### config.mk
export PLATFORM = sky130hd
export DESIGN_NAME = alu_issue
export DESIGN_NICKNAME = d
export VERILOG_FILES = /design/src/rtl/alu_issue.sv
export SDC_FILE = /design/constraint.sdc
export NUM_CORES = 1
export LEC_CHECK = 0
export CORE_MARGIN = 4
export CORE_UTILIZATION = 39
export CTS_CLUSTER_SIZE = 20
export DETAILED_ROUTE_END_ITERATION = 8
export PLACE_DENSITY_LB_ADDON = 0.3
export SETUP_SLACK_MARGIN = 0.3
export SLEW_MARGIN = 40
export SYNTH_ARGS = -nofsm -noshare
export SYNTH_HDL_FRONTEND = slang
export SYNTH_SLANG_ARGS = --single-unit
### constraint.sdc
create_clock -name clk -period 3.95 [get_ports clk]
set_clock_uncertainty 0.2 [all_clocks]
set_input_delay 0.5925 -clock clk [delete_from_list [all_inputs] [get_ports clk]]
set_output_delay 0.5925 -clock clk [all_outputs]
set_load 0.01 [all_outputs]
### src/rtl/alu_issue.sv
// ---------------------------------------------------------------------------
// alu_issue
// Decodes one RV32I integer/branch instruction into an ALU command and holds
// it in a single-entry valid/ready pipeline register for the execute stage.
//
// Ports
//   clk, rst            clock, asynchronous active-high reset
//   in_valid/in_ready   upstream handshake (instr, pc, rs1_data, rs2_data)
//   flush               drops the held command and any instruction offered
//   out_valid/out_ready downstream handshake for the registered command
//   alu_a, alu_b, op, sub_enable, arith_shift, shamt   ALU controls
//   rd, rd_we           destination register and write enable
//   is_branch, br_funct3  branch flag-selection controls
//   illegal             instruction could not be decoded here
// ---------------------------------------------------------------------------
module alu_issue #(
   parameter int WIDTH = 32
) (
   input  logic             clk,
   input  logic             rst,
   input  logic             in_valid,
   output logic             in_ready,
   input  logic [31:0]      instr,
   input  logic [WIDTH-1:0] pc,
   input  logic [WIDTH-1:0] rs1_data,
   input  logic [WIDTH-1:0] rs2_data,
   input  logic             flush,
   output logic             out_valid,
   input  logic             out_ready,
   output logic [WIDTH-1:0] alu_a,
   output logic [WIDTH-1:0] alu_b,
   output logic [2:0]       op,
   output logic             sub_enable,
   output logic             arith_shift,
   output logic [4:0]       shamt,
   output logic [4:0]       rd,
   output logic             rd_we,
   output logic             is_branch,
   output logic [2:0]       br_funct3,
   output logic             illegal
);

   typedef struct packed {
      logic [WIDTH-1:0] a;
      logic [WIDTH-1:0] b;
      logic [2:0]       op;
      logic             sub;
      logic             ash;
      logic [4:0]       shamt;
      logic [4:0]       rd;
      logic             rdWe;
      logic             isBranch;
      logic [2:0]       brFunct3;
      logic             illegal;
   } cmd_t;

   localparam logic [6:0] OPC_OP     = 7'b0110011;
   localparam logic [6:0] OPC_OPIMM  = 7'b0010011;
   localparam logic [6:0] OPC_LUI    = 7'b0110111;
   localparam logic [6:0] OPC_AUIPC  = 7'b0010111;
   localparam logic [6:0] OPC_BRANCH = 7'b1100011;

   cmd_t       cmd_d, cmd_q;
   logic       valid_d, valid_q;
   logic       take;
   logic [6:0] opcode;
   logic [2:0] funct3;
   logic [6:0] funct7;
   logic       ill;

   assign opcode = instr[6:0];
   assign funct3 = instr[14:12];
   assign funct7 = instr[31:25];

   // The register can accept whenever it is empty or being drained this cycle.
   assign in_ready = !valid_q || out_ready;
   // Flush wins over capture so a flushed cycle never leaves a command behind.
   assign take     = in_valid && in_ready && !flush;

   // Instruction decode. Illegal encodings still produce a command, but one
   // that cannot write a register, branch or subtract.
   always_comb begin
      cmd_d    = '0;
      ill      = 1'b0;
      cmd_d.rd = instr[11:7];
      unique case (opcode)
         OPC_OP: begin
            cmd_d.a     = rs1_data;
            cmd_d.b     = rs2_data;
            cmd_d.op    = funct3;
            cmd_d.shamt = rs2_data[4:0];
            cmd_d.sub   = instr[30] && (funct3 == 3'b000);
            cmd_d.ash   = instr[30] && (funct3 == 3'b101);
            cmd_d.rdWe  = 1'b1;
            if (funct7 == 7'b0100000)
               ill = (funct3 != 3'b000) && (funct3 != 3'b101);
            else
               ill = (funct7 != 7'b0000000);
         end
         OPC_OPIMM: begin
            cmd_d.a     = rs1_data;
            cmd_d.b     = {{(WIDTH-12){instr[31]}}, instr[31:20]};
            cmd_d.op    = funct3;
            cmd_d.shamt = instr[24:20];
            cmd_d.ash   = instr[30] && (funct3 == 3'b101);
            cmd_d.rdWe  = 1'b1;
            if (funct3 == 3'b001)
               ill = (funct7 != 7'b0000000);
            else if (funct3 == 3'b101)
               ill = (funct7 != 7'b0000000) && (funct7 != 7'b0100000);
         end
         OPC_LUI: begin
            cmd_d.b    = {instr[31:12], 12'b0};
            cmd_d.rdWe = 1'b1;
         end
         OPC_AUIPC: begin
            cmd_d.a    = pc;
            cmd_d.b    = {instr[31:12], 12'b0};
            cmd_d.rdWe = 1'b1;
         end
         OPC_BRANCH: begin
            cmd_d.a        = rs1_data;
            cmd_d.b        = rs2_data;
            cmd_d.sub      = 1'b1;
            cmd_d.isBranch = 1'b1;
            cmd_d.brFunct3 = funct3;
            ill            = (funct3 == 3'b010) || (funct3 == 3'b011);
         end
         default: ill = 1'b1;
      endcase
      if (ill) begin
         cmd_d.rdWe     = 1'b0;
         cmd_d.isBranch = 1'b0;
         cmd_d.brFunct3 = 3'b000;
         cmd_d.sub      = 1'b0;
      end
      if (cmd_d.rd == 5'd0)
         cmd_d.rdWe = 1'b0;
      cmd_d.illegal = ill;
   end

   // Next-state for the valid bit: flush clears, capture sets, a consumed
   // command with nothing behind it clears, otherwise hold.
   always_comb begin
      valid_d = valid_q;
      if (flush)
         valid_d = 1'b0;
      else if (take)
         valid_d = 1'b1;
      else if (out_ready)
         valid_d = 1'b0;
   end

   // Pipeline register; the command only changes on capture, so it stays
   // stable while stalled.
   always_ff @(posedge clk or posedge rst) begin
      if (rst) begin
         valid_q <= 1'b0;
         cmd_q   <= '0;
      end else begin
         valid_q <= valid_d;
         if (take)
            cmd_q <= cmd_d;
      end
   end

   assign out_valid   = valid_q;
   assign alu_a       = cmd_q.a;
   assign alu_b       = cmd_q.b;
   assign op          = cmd_q.op;
   assign sub_enable  = cmd_q.sub;
   assign arith_shift = cmd_q.ash;
   assign shamt       = cmd_q.shamt;
   assign rd          = cmd_q.rd;
   assign rd_we       = cmd_q.rdWe;
   assign is_branch   = cmd_q.isBranch;
   assign br_funct3   = cmd_q.brFunct3;
   assign illegal     = cmd_q.illegal;

endmodule

==> impl_metrics.yaml <==
cells_and_area:
  design_area_sq_um: 6575
  antennaDiodeCount: 0
  nets: 754
  post-route-util_pct: 64.27
  num-fill-cells: 866
  final_cell_mix: "219 x clkdlybuf4s50_1, 86 x dfrtp_1, 84 x nor2_1, 61 x nand2_1, 46 x a221oi_1"
  drive_gt1_share_pct: 8.147
  synthToLayoutAreaGrowth_pct: 61.59
  final_common_cell: "clkdlybuf4s50_1"
flow_run:
  max_cap_violations: 0
global_route:
  met2_usage_pct: 37.22
  grt_max_degree: 51
  grt_pass1_vias: 4155
  antenna_found_initial: 0
  gr-max-usage-layer: "met2"
  track_usage_pct: 22.49
  grt_use_met1_pct: 27.21
  use_met3_pct: 7.979
  overflow: 0
  grt_pass1_wl_um: 21020
yosys:
  async_flop_share_pct: 100.0
  ys.flop_type: "dfrtp_1"
  synth_area_sq_um: 4069
  synth_edf_count: 0
  synth.area.top_cells: "dfrtp_1 53%, a221oi_1 9.9%, nor2_1 7.7%"
  synth_cell_types: 44
  synthCells: 410
  ys_seq_area_share_pct: 52.89
  yosys.area.top_type: "dfrtp_1"
  synth.top_cell.area_share_pct: 52.89
  synth_seq_cells: 86
  syn-mean-instance-area_sq_um: 9.924
  yosys_warnings: 0
  syn-num-nets: 543
route:
  vias: 4064
  drcViolationCount: 0
  post_drt_wl_per_cell_um: 18.16
  drt_iter0_markers: 193
  totalWireLength_um: 13840
  first_pass_iters: 4
  via_per_inst: 5.333
  antenna_left: 0
sta:
  tightestPinTransition_ns: 0.7223
  layout_setup_ws_ns: 1.337
  post-route-min-period_ns: 2.613
  tns_ns: 0
  finalMaxSlewViolations: 0
  relSlewSlack_pct: 51.85
  fin_crit_sh_pct: 66.15
  finalHoldViolCount: 0
  fmax_ghz: 0.3827
  rsz0062_at_grt: "false"
  holdWs_ns: 0.2836
  finalSetupViolCount: 0
placement:
  port_buffers: 219
  hpwl_um: 10390
  globalplace.congestion: 0.8513
  placed_area_sq_um: 6374
  pre_cts_slack_ns: 0.9375
power_and_ir_drop:
  power-per-cell-area_nw_per_um2: 310.8
  power.leakage_nw: 2.654
  ir_drop_mv: 0.1491
clock_network:
  cts_tree: "done"
  ctsHoldBuffers: 0
  clk-insertion-delay-late_ns: 0.35
  postCtsSetupBuffers: 0
  cts_max_level: 3
  clock_sinks: 86
  cts_buffer_depth: 2
  cts.repair.resized: 0
  clkTransAtPathRegs_ns: 0.08
  cts_root_buf: "clkbuf_8"
  cts_buffers: 9
floorplanning:
  die_w_um: 110.1
  ios: 220
  coreArea_sq_um: 10230
  die_height_um: 110.1
  die-area_sq_um: 12130
  core.rowCount: 37
  start_util_pct: 39.77
critical_path:
  cp_cell_sequence: "clkdlybuf4s50_1 > nor2b_1 > inv_1 > clkdlybuf4s50_1"
  rr_worst_depth: 6
  timing.critical_path.mode_cell: "clkdlybuf4s50_1"
  critPathMaxFanout: 3
  cp_data_arrival_time_ns: 1.82
  cpMaxStageDelayCell: "clkdlybuf4s50_1"
  cp.required_ns: 3.16
  end_kind: "primary output"
  crit_path_max_incr_delay_ns: 0.49
  crit_type: "in -> out"
  critPathLaunchType: "input port"
worst_hold_path:
  worstHoldPathCells: 2
  hold_class: "reg -> reg"
status:
  outcome: "complete, no violations"
==> layer usage <==
metal / vias up / wire length [um] / part of all wire (%)
met4: 0 / 262 / 1.9
met1: 1935 / 5359 / 39
met5: - / 0 / 0
li1: 1903 / - / -
met2: 208 / 6460 / 47
met3: 18 / 1753 / 13
==> kinds of logic after synthesis <==
logic type,count (synthesis),share of synthesized area [%]
buffers and inverters,35,4.643
AO/OA/AOI/OAI,118,23.34
AND/OR/NAND/NOR,169,18.67
multiplexers,1,0.2460
flip-flops,86,52.89
XOR/XNOR,1,0.2153
==> report_power, final <==
part,leakage (nW),switching (mW),internal [mW]
Sequential,1.11,0.0352,0.943
Combinational,1.44,0.197,0.277
Clock,0.0954,0.312,0.279
Total,2.65,0.544,1.50
==> worst paths after layout <==
path	start	to	slack, ns
setup reg to reg	out_valid$_DFFE_PP0P_	br_funct3[0]$_DFFE_PP0P_	1.85
min in group asynchronous	rst	alu_a[16]$_DFFE_PP0P_	0.48
hold reg to reg	br_funct3[1]$_DFFE_PP0P_	br_funct3[1]$_DFFE_PP0P_	0.28
max in group asynchronous	rst	alu_a[9]$_DFFE_PP0P_	2.56
hold / removal	br_funct3[1]$_DFFE_PP0P_	br_funct3[1]$_DFFE_PP0P_	0.28
setup / recovery	out_ready	in_ready	1.34
==> layout make-up <==
class	instances	area [sq um]	share of cell area (%)
sequential	86	2152	32.73
inverter	4	16.27	0.2474
multi-input combinational	289	1733	26.36
tap	136	170.2	2.588
clock inverter	3	17.52	0.2664
timing repair buffer	231	2317	35.24
clock buffer	13	168.9	2.569
==> cell usage after synthesis, types with 6 or more instances <==
library cell and count:
a221oi_2 10, buf_2 10, o21ai_1 24, nand2_1 61, a22oi_1 11, buf_4 6
dfrtp_1 86, o21ai_0 13, a221oi_1 46, clkbuf_1 11, nor2_1 84
==> critical path: cells and delay by family <==
kind | cells | cell delay (ns)
buffers and inverters | 3 | 0.98
AND/OR/NAND/NOR | 1 | 0.25
==> flip-flops by register name, summed over array words and instances, names as in the netlist <==
signal	flops
is_branch	1
rd_we	1
arith_shift	1
op	3
alu_a	32
illegal	1
out_valid	1
alu_b	32
rd	5
br_funct3	3
shamt	5
sub_enable	1
==> stage by stage <==
step	power (mW)	std cells
2_1_floorplan	1.150	410
3_3_place_gp	1.464	743
3_5_place_dp	1.476	745
4_1_cts	2.067	761
5_1_grt	2.149	762
6_report	2.043	762
No activity file was read; power rests on OpenSTA's default activity.
